`src/rtl/priv_key_gen_pkg.sv`:
```
// +----------------------------------------------------------------------------+
// | priv_key_gen_pkg                                                           |
// | State encoding and width rules for the RSA key-generation stages.          |
// | Revision: 1.0                                                              |
// +----------------------------------------------------------------------------+
`default_nettype none

package priv_key_gen_pkg;

  typedef enum logic [2:0] {
    IDLE      = 3'd0,
    LOAD      = 3'd1,
    DIV_START = 3'd2,
    DIV_WAIT  = 3'd3,
    UPDATE    = 3'd4,
    FIX       = 3'd5,
    FAIL      = 3'd6,
    DONE      = 3'd7
  } state_e;

  // Bezout coefficients need two bits beyond 2*WIDTH for sign and headroom.
  function automatic int t_width(input int width);
    return 2 * width + 2;
  endfunction

endpackage

`default_nettype wire

```
`src/rtl/rsa_div.sv`:
```
// +----------------------------------------------------------------------------+
// | rsa_div                                                                    |
// | Unsigned restoring divider, one quotient bit per cycle, WIDTH cycles.      |
// | Revision: 1.0                                                              |
// +----------------------------------------------------------------------------+
`default_nettype none

module rsa_div #(
  parameter int WIDTH = 16
) (
  input  logic             clk,
  input  logic             rst_n,
  input  logic             div_start,
  input  logic [WIDTH-1:0] dividend,
  input  logic [WIDTH-1:0] divisor,
  output logic [WIDTH-1:0] quotient,
  output logic [WIDTH-1:0] remainder,
  output logic             div_done
);

  localparam int CNT_W = $clog2(WIDTH + 1);

  logic             busy_q;
  logic [CNT_W-1:0] cnt_q;
  logic [WIDTH-1:0] quo_q;
  logic [WIDTH-1:0] rem_q;
  logic [WIDTH-1:0] dsr_q;
  logic             done_q;

  logic [WIDTH-1:0] w_src_rem;
  logic [WIDTH-1:0] w_src_quo;
  logic [WIDTH-1:0] w_dsr;
  logic [WIDTH:0]   w_trial;
  logic             w_ge;
  logic [WIDTH-1:0] w_rem_nxt;
  logic [WIDTH-1:0] w_quo_nxt;

  // The load cycle already performs the first step so the result lands in WIDTH cycles.
  assign w_src_rem = div_start ? '0 : rem_q;
  assign w_src_quo = div_start ? dividend : quo_q;
  assign w_dsr     = div_start ? divisor : dsr_q;
  assign w_trial   = {w_src_rem, w_src_quo[WIDTH-1]};
  assign w_ge      = (w_trial >= {1'b0, w_dsr});
  assign w_rem_nxt = w_ge ? (w_trial[WIDTH-1:0] - w_dsr) : w_trial[WIDTH-1:0];
  assign w_quo_nxt = {w_src_quo[WIDTH-2:0], w_ge};

  always_ff @(posedge clk or negedge rst_n) begin
    if (!rst_n) begin
      busy_q <= 1'b0;
      cnt_q  <= '0;
      quo_q  <= '0;
      rem_q  <= '0;
      dsr_q  <= '0;
      done_q <= 1'b0;
    end else begin
      done_q <= 1'b0;
      if (div_start) begin
        quo_q  <= w_quo_nxt;
        rem_q  <= w_rem_nxt;
        dsr_q  <= divisor;
        cnt_q  <= CNT_W'(1);
        busy_q <= 1'b1;
      end else if (busy_q) begin
        quo_q <= w_quo_nxt;
        rem_q <= w_rem_nxt;
        cnt_q <= cnt_q + CNT_W'(1);
        if (cnt_q == CNT_W'(WIDTH - 1)) begin
          busy_q <= 1'b0;
          done_q <= 1'b1;
        end
      end
    end
  end

  assign quotient  = quo_q;
  assign remainder = rem_q;
  assign div_done  = done_q;

endmodule

`default_nettype wire

```
`src/rtl/priv_key_gen.sv`:
```
// +----------------------------------------------------------------------------+
// | priv_key_gen                                                               |
// | Computes d = e^-1 mod phi with the iterative extended Euclidean algorithm. |
// | Revision: 1.0                                                              |
// +----------------------------------------------------------------------------+
`default_nettype none

module priv_key_gen
  import priv_key_gen_pkg::*;
#(
  parameter int WIDTH = 8
) (
  input  logic               clk,
  input  logic               rst_n,
  input  logic               start,
  input  logic [WIDTH-1:0]   e,
  input  logic [2*WIDTH-1:0] phi,
  output logic [2*WIDTH-1:0] d,
  output logic               fail,
  output logic               finish
);

  localparam int PW  = 2 * WIDTH;
  localparam int T_W = t_width(WIDTH);

  state_e                state_q, state_d;
  logic [WIDTH-1:0]      e_q, e_d;
  logic [PW-1:0]         phi_q, phi_d;
  logic [PW-1:0]         r0_q, r0_d;
  logic [PW-1:0]         r1_q, r1_d;
  logic signed [T_W-1:0] t0_q, t0_d;
  logic signed [T_W-1:0] t1_q, t1_d;
  logic [PW-1:0]         qt_q, qt_d;
  logic [PW-1:0]         rm_q, rm_d;
  logic [PW-1:0]         d_q, d_d;
  logic                  fail_q, fail_d;

  logic                  w_div_start;
  logic                  w_div_done;
  logic [PW-1:0]         w_quot;
  logic [PW-1:0]         w_rem;
  logic signed [T_W-1:0] w_qt_s;
  logic signed [T_W-1:0] w_prod;

  rsa_div #(
    .WIDTH (PW)
  ) u_div (
    .clk       (clk),
    .rst_n     (rst_n),
    .div_start (w_div_start),
    .dividend  (r0_q),
    .divisor   (r1_q),
    .quotient  (w_quot),
    .remainder (w_rem),
    .div_done  (w_div_done)
  );

  // |t| never exceeds phi, so the T_W-bit truncated product is exact.
  assign w_qt_s = {2'b00, qt_q};
  assign w_prod = w_qt_s * t1_q;

  always_comb begin
    state_d     = state_q;
    e_d         = e_q;
    phi_d       = phi_q;
    r0_d        = r0_q;
    r1_d        = r1_q;
    t0_d        = t0_q;
    t1_d        = t1_q;
    qt_d        = qt_q;
    rm_d        = rm_q;
    d_d         = d_q;
    fail_d      = fail_q;
    w_div_start = 1'b0;

    case (state_q)
      IDLE: begin
        if (start) begin
          e_d     = e;
          phi_d   = phi;
          state_d = LOAD;
        end
      end
      LOAD: begin
        r0_d = phi_q;
        r1_d = {{WIDTH{1'b0}}, e_q};
        t0_d = '0;
        t1_d = T_W'(1);
        if ((e_q == '0) || (phi_q < PW'(2)) || ({{WIDTH{1'b0}}, e_q} >= phi_q)) begin
          state_d = FAIL;
        end else begin
          state_d = DIV_START;
        end
      end
      DIV_START: begin
        w_div_start = 1'b1;
        state_d     = DIV_WAIT;
      end
      DIV_WAIT: begin
        if (w_div_done) begin
          qt_d    = w_quot;
          rm_d    = w_rem;
          state_d = UPDATE;
        end
      end
      UPDATE: begin
        r0_d    = r1_q;
        r1_d    = rm_q;
        t0_d    = t1_q;
        t1_d    = t0_q - w_prod;
        state_d = (rm_q != '0) ? DIV_START : FIX;
      end
      FIX: begin
        if (r0_q != PW'(1)) begin
          fail_d = 1'b1;
          d_d    = '0;
        end else begin
          // Modular add at PW bits yields the same low bits as the wide add.
          fail_d = 1'b0;
          d_d    = t0_q[T_W-1] ? (t0_q[PW-1:0] + phi_q) : t0_q[PW-1:0];
        end
        state_d = DONE;
      end
      FAIL: begin
        fail_d  = 1'b1;
        d_d     = '0;
        state_d = DONE;
      end
      DONE: begin
        state_d = IDLE;
      end
      default: begin
        state_d = IDLE;
      end
    endcase
  end

  always_ff @(posedge clk or negedge rst_n) begin
    if (!rst_n) begin
      state_q <= IDLE;
      e_q     <= '0;
      phi_q   <= '0;
      r0_q    <= '0;
      r1_q    <= '0;
      t0_q    <= '0;
      t1_q    <= '0;
      qt_q    <= '0;
      rm_q    <= '0;
      d_q     <= '0;
      fail_q  <= 1'b0;
    end else begin
      state_q <= state_d;
      e_q     <= e_d;
      phi_q   <= phi_d;
      r0_q    <= r0_d;
      r1_q    <= r1_d;
      t0_q    <= t0_d;
      t1_q    <= t1_d;
      qt_q    <= qt_d;
      rm_q    <= rm_d;
      d_q     <= d_d;
      fail_q  <= fail_d;
    end
  end

  assign d      = d_q;
  assign fail   = fail_q;
  assign finish = (state_q == DONE);

endmodule

`default_nettype wire

```
`config.mk`:
```
export PLATFORM = sky130hd
export DESIGN_NAME = priv_key_gen
export DESIGN_NICKNAME = d
export VERILOG_FILES = /design/src/rtl/priv_key_gen_pkg.sv /design/src/rtl/rsa_div.sv /design/src/rtl/priv_key_gen.sv
export SDC_FILE = /design/constraint.sdc
export NUM_CORES = 1
export LEC_CHECK = 0
export ABC_AREA = 1
export BUFFER_PORTS_ARGS = -buffer_cell sky130_fd_sc_hd__buf_4
export CORE_ASPECT_RATIO = 1.25
export CORE_MARGIN = 3
export CORE_UTILIZATION = 64
export CTS_CLUSTER_SIZE = 16
export DETAILED_ROUTE_END_ITERATION = 8
export PLACE_DENSITY = 0.81
export SLEW_MARGIN = 0
export SYNTH_ARGS = -nofsm -noshare
export SYNTH_HDL_FRONTEND = slang
export SYNTH_SLANG_ARGS = --single-unit
```
`constraint.sdc`:
```
create_clock -name clk -period 6.1 [get_ports clk]
set_clock_uncertainty 0.15 [all_clocks]
set_input_delay 1.22 -clock clk [delete_from_list [all_inputs] [get_ports clk]]
set_output_delay 1.22 -clock clk [all_outputs]
set_load 0.005 [all_outputs]
```
==> flow_summary_export.csv, run 1 <==
group,metric,value,unit
synth,ys.flop_type,"dfrtp_1",
die,num_io_pins,45,
sta,maxSlewViolCount,0,
sta,layout_min_cycle_time,5850,ps
grt,antenna_found_initial,0,
synth,synth_top_cell_area_share,0.306,
worst_setup_path,critPathKind,"reg -> reg",
worst_setup_path,cp_data_arrival_time,6040,ps
placement,io_buffers,44,
die,die_h,184,microns
clocking,cts_made_buffers,17,
die,rows,64,
route,drc_errors,0,
route,vias,13900,
clocking,cts_tree,"built",
sta,tns,0,ps
route,drtPass1Iterations,5,
min_path,min_delay_path_depth,2,
sta,rsz0062_at_grt,"false",
placement,place.gp.congestion,0.968,
clocking,cts_max_path_buffers,2,
clocking,h-tree-depth,4,
route,wl_per_cell,17.3,microns
route,vias_per_cell,5.63,
clocking,clockRootBuffer,"clkbuf_16",
run_status,status,"finished, final reports clean",
synth,synthArstFlopShare,1.00,
synth,synth_cells,2114,
synth,ys_seq_area_frac,0.306,
sta,max_freq,171,MHz
clocking,worstSkewPairLatency,440,ps
final_layout,drive_gt1_frac,0.0597,
sta,worstMarginPinSlew,906,ps
clocking,postCtsSetupBuffers,0,
die,start_util,0.659,
synth,synth-edff-count,0,
route,drt_iter0_markers,949,
die,dieArea,0.0274,sq mm
sta,maxSlewHeadroom,0.394,
synth,ys.warnings.count,0,
sta,holdWs,332,ps
synth,synth_area_leader_cell,"dfrtp_1",
sta,finalHoldViolCount,0,
worst_setup_path,cp_max_fo,12,
synth,synth_area_leaders,"dfrtp_1, fa_1, nand2_1, inv_1, ha_1",
sta,finalCritPeriodShare,0.959,
clocking,cts.sinks,199,
min_path,hp-class,"reg -> reg",
final_layout,ff_latch_area,0.00498,sq mm
worst_setup_path,startpoint_type,"register",
final_layout,stdcell_count,2459,
route,wl,42600,microns
final_layout,fin_nets,2376,
final_layout,multi_input_area,0.00929,sq mm
synth,synth.cell_area,0.0163,sq mm
job,drv_cap,0,
worst_setup_path,cp-end-kind,"register",
grt,overflow,0,
final_layout,areaGrowthSynthToFinish,7.24,%
grt,grt_max_degree,90,
route,ant_nets,0,
final_layout,diodes,0,
placement,hpwl,32800,microns
worst_setup_path,required,6290,ps
clocking,clk_pin_slew,80,ps
synth,syn_nets,2374,
worst_setup_path,ff2ff_path_depth,21,
synth,synth_seq_cells,199,
die,coreArea,0.0247,sq mm
final_layout,fill_cells,2001,
grt,first_global_vias,14200,
placement,dp_cells,2427,
grt,grtUsageTotal,0.327,
synth,synth.avg_cell_area,7.71,sq um
synth,ys_types,49,
sta,setup_violations,0,
grt,grt_pass1_wl,70900,microns
die,die-width,149,microns
==> cells in the final DEF, fill, tap and decap left out, drive strengths merged, types with 21 or more instances in the layout <==
master  instances
o21ai         162
inv           444
fa            127
a21oi          97
clkbuf         21
nor2          107
ha            106
nand2         508
nand3         107
buf            68
dfrtp         199
==> repair_timing <==
action	in CTS	in global routing
resized for setup	0	1
setup endpoints to repair	0	1
hold buffers	0	0
==> cell type report <==
| type | count | share of cell area |
|---|---|---|
| multi-input combinational | 1384 | 0.531 |
| tap | 330 | 0.0236 |
| inverter | 445 | 0.0959 |
| timing repair buffer | 69 | 0.0300 |
| sequential | 199 | 0.285 |
| clock buffer | 20 | 0.0256 |
| clock inverter | 12 | 0.00866 |
==> metal layers <==
metal,GRT usage,up-vias,part of all wire,routed length (microns)
met4,0.177,0,0.058,2490
li1,-,6579,-,-
met1,0.390,6702,0.38,16200
met3,0.0470,141,0.053,2260
met5,0,-,0,0
met2,0.572,432,0.51,21600
==> cell families (layout without fill, tap and decap cells) <==
kind of cell    count (synthesis)  in the layout  synth area share
simple gates                  786            786             0.200
buf+inv                       531            546             0.125
compound gates                333            333             0.115
fa+ha+maj                     233            233             0.237
flops                         199            199             0.306
xor+xnor                       30             30            0.0161
mux                             2              2           0.00131
==> synth_stat cells (3+ instances only) <==
library cell    n
nand4_1        12
a32o_1          3
dfrtp_1       199
a22o_1          5
nor2_1        105
xnor2_1        13
o21bai_1        3
or2_2          17
nor4_1         12
a21o_1          6
o221ai_1       20
o31ai_1         4
o21ai_1         4
buf_2          12
o211ai_1        3
o22ai_1        20
inv_1         441
clkbuf_1       67
ha_1          106
xor2_1         17
nand3_1       107
o21ai_0       158
fa_1          127
a21oi_1        97
nor3_1         14
nand2_1       505
nand3b_1        5
buf_1           3
==> critical path: stages (launching register included) <==
cell and delay [ps]:
dfrtp_1 530, buf_4 270, nand2_1 90, fa_1 490
fa_1 520, inv_1 50, fa_1 490, inv_1 70
fa_1 470, fa_1 490, inv_1 70, fa_1 530
inv_1 40, ha_1 360, a21oi_1 200, o21ai_0 130
a21oi_1 160, nand2_1 70, a21oi_1 290, nand3_1 140
nand3_1 110, nand2_1 50
==> path summary, 6_finish.rpt <==
| path | start | endpoint | slack (ps) |
|---|---|---|---|
| max in group asynchronous | rst_n | qt_q[12] | 3830 |
| worst max-delay path | qt_q[0] | t1_q[17] | 250 |
| worst max register to register | qt_q[0] | t1_q[17] | 250 |
| worst min register to register | u_div.remainder[13] | u_div.remainder[13] | 330 |
| worst min-delay path | u_div.remainder[13] | u_div.remainder[13] | 330 |
| min in group asynchronous | rst_n | e_q[3] | 710 |
==> sequential cells by signal, indices dropped and copies added (netlist names), 5 cells and up <==
register / flops
qt_q: 16
d: 16
r1_q: 16
u_div.cnt_q: 5
u_div.quotient: 16
u_div.dsr_q: 16
rm_q: 16
phi_q: 16
e_q: 8
r0_q: 16
u_div.remainder: 16
t0_q: 18
t1_q: 18
==> metrics by stage <==
stage / util / instance area, sq um / setup slack, ps
floorplan: - / 16300 / 578
global placement: 0.682 / 16900 / 399
detailed placement: 0.682 / 16900 / 269
CTS: 0.706 / 17500 / 265
global route: 0.706 / 17500 / 0.131
finish: 0.706 / 17500 / 249
Power of run 1 is left out: the tool's default activity adds up to more than one toggle a clock period on the data nets, which glitch-free logic cannot reach.
==> run 2: changes to the inputs <==
--- a/config.mk
+++ b/config.mk
@@ -13,7 +13,8 @@
 export CTS_CLUSTER_SIZE = 16
 export DETAILED_ROUTE_END_ITERATION = 8
 export PLACE_DENSITY = 0.81
-export SLEW_MARGIN = 0
+export REMOVE_ABC_BUFFERS = 1
+export SLEW_MARGIN = 20
 export SYNTH_ARGS = -nofsm -noshare
 export SYNTH_HDL_FRONTEND = slang
 export SYNTH_SLANG_ARGS = --single-unit
==> run 2 against run 1 <==
Utilization is 0.26 points higher. Final area is 0.37% higher. Setup slack worse by 24 ps. Flip-flop and latch count stayed put. Clock-buffer cell count is 3 lower. Wire length is 1.8% higher. First-iteration DRC count is 35% higher. Register-to-register slack worse by 20 ps. Worst hold slack worse by 8.4 ps. Final cell count hardly changed. Critical endpoint unchanged.
==> flow_summary_export.csv, run 2 (synthesized netlist as in run 1, its figures left out) <==
group,metric,value,unit
placement,hpwl,33000,microns
clocking,cts_resized,0,
clocking,cts_tree,"built",
sta,layout_min_cycle_time,5880,ps
worst_setup_path,slowest_delay,540,ps
die,dieArea,0.0274,sq mm
route,ant_nets,0,
worst_setup_path,cpMostUsedCell,"fa_1",
route,drtPass1Iterations,5,
final_layout,final_common_cell,"nand2_1",
placement,io_buffers,44,
die,rows,64,
die,die_h,184,microns
clocking,worstSkewPairLatency,440,ps
worst_setup_path,cp_slowest_cell,"fa_1",
grt,overflow,0,
clocking,clk_pin_slew,80,ps
grt,grtUsageTotal,0.326,
route,vias,13900,
grt,first_global_vias,13800,
placement,place.gp.congestion,0.968,
sta,finalHoldViolCount,0,
grt,antenna_found_initial,0,
sta,worstMarginPinSlew,854,ps
min_path,hp-class,"reg -> reg",
clocking,cts.sinks,199,
final_layout,drive_gt1_frac,0.0639,
route,wl_per_cell,17.6,microns
clocking,clockRootBuffer,"clkbuf_16",
sta,max_freq,170,MHz
worst_setup_path,cp_data_arrival_time,6060,ps
worst_setup_path,cp_top_family,"adder cells",
worst_setup_path,required,6280,ps
worst_setup_path,path_buf_inv,6,
die,num_io_pins,45,
sta,tns,0,ps
final_layout,diodes,0,
die,coreArea,0.0247,sq mm
final_layout,areaGrowthSynthToFinish,7.63,%
run_status,status,"finished, final reports clean",
die,die-width,149,microns
sta,finalCritPeriodShare,0.963,
die,start_util,0.659,
clocking,h-tree-depth,4,
clocking,cts-hold-fix-buffers,0,
job,drv_cap,0,
clocking,postCtsSetupBuffers,0,
grt,grt_pass1_wl,70100,microns
grt,grt_max_degree,102,
final_layout,fin_nets,2375,
route,drt_iter0_markers,1277,
route,wl,43300,microns
clocking,cts_made_buffers,17,
final_layout,final_cell_mix,"nand2_1, inv_1, dfrtp_1, o21ai_0, fa_1",
route,vias_per_cell,5.67,
worst_setup_path,cp_max_fo,13,
sta,rsz0062_at_grt,"false",
sta,setup_violations,0,
worst_setup_path,startpoint_type,"register",
worst_setup_path,critPathKind,"reg -> reg",
worst_setup_path,path_cells,"buf_4 -> nand2_1 -> fa_1 -> fa_1 -> inv_1 -> fa_1 -> inv_1 -> fa_1 -> fa_1 -> inv_1 -> fa_1 -> inv_1 -> ha_1 -> nand2_1 -> nor2_1 -> nand2_1 -> nor3_1 -> a21oi_2 -> inv_1 -> nand2_1 -> nand3_1 -> nand2_1",
route,drc_errors,0,
sta,maxSlewViolCount,0,
sta,maxSlewHeadroom,0.431,
worst_setup_path,cp-end-kind,"register",
clocking,cts_max_path_buffers,2,
final_layout,top_regs,"t0_q x18, t1_q x18",
==> run 2: cell types whose count changed in the layout (fill, tap and decap cells not counted), moves of 3 or more <==
cell | before | now
buf_4 | 68 | 65
clkinv_2 | 4 | 1
clkinv_8 | 0 | 3
dfrtp_1 | 199 | 193
dfrtp_2 | 0 | 6
inv_6 | 1 | 4
inv_8 | 0 | 4
==> run 2: per-layer routing <==
| metal | vias up | global-route usage | part of all wire |
|---|---|---|---|
| li1 | 6579 | - | - |
| met2 | 491 | 0.573 | 0.51 |
| met1 | 6753 | 0.396 | 0.38 |
| met4 | 0 | 0.175 | 0.060 |
| met3 | 123 | 0.0317 | 0.054 |
| met5 | - | 0 | 0 |
==> run 2: through the flow <==
stage / hold slack [ps] / std cells / cell area, sq um / util / worst slack, ps
floorplan: 288 / 2028 / 15900 / - / 803
global placement: 300 / 2426 / 16900 / 0.683 / 238
detailed placement: 315 / 2426 / 16900 / 0.683 / 85.3
CTS: 326 / 2458 / 17500 / 0.708 / 86.9
global route: 362 / 2458 / 17500 / 0.709 / 46.8
finish: 323 / 2458 / 17500 / 0.709 / 225
==> run 2: path summary, 6_finish.rpt <==
path,from,depth (start not counted),endpoint,slack (ps)
worst max-delay path,qt_q[0],22,t1_q[17],220
worst min-delay path,u_div.cnt_q[3],1,u_div.cnt_q[3],320
worst max register to register,qt_q[0],22,t1_q[17],220
worst min register to register,u_div.cnt_q[3],1,u_div.cnt_q[3],320
max in group asynchronous,rst_n,2,phi_q[7],4060
min in group asynchronous,rst_n,1,u_div.remainder[8],700
==> run 2: area by class of cell <==
class | instances | area (sq um)
multi-input cells | 1384 | 9290
fillers | 1986 | 7200
flip-flops and latches | 199 | 4990
inverters | 445 | 1680
repair buffers | 68 | 542
clock buffers | 17 | 425
well taps | 330 | 413
clock inverters | 15 | 203
Power of run 2 is left out for the same reason.
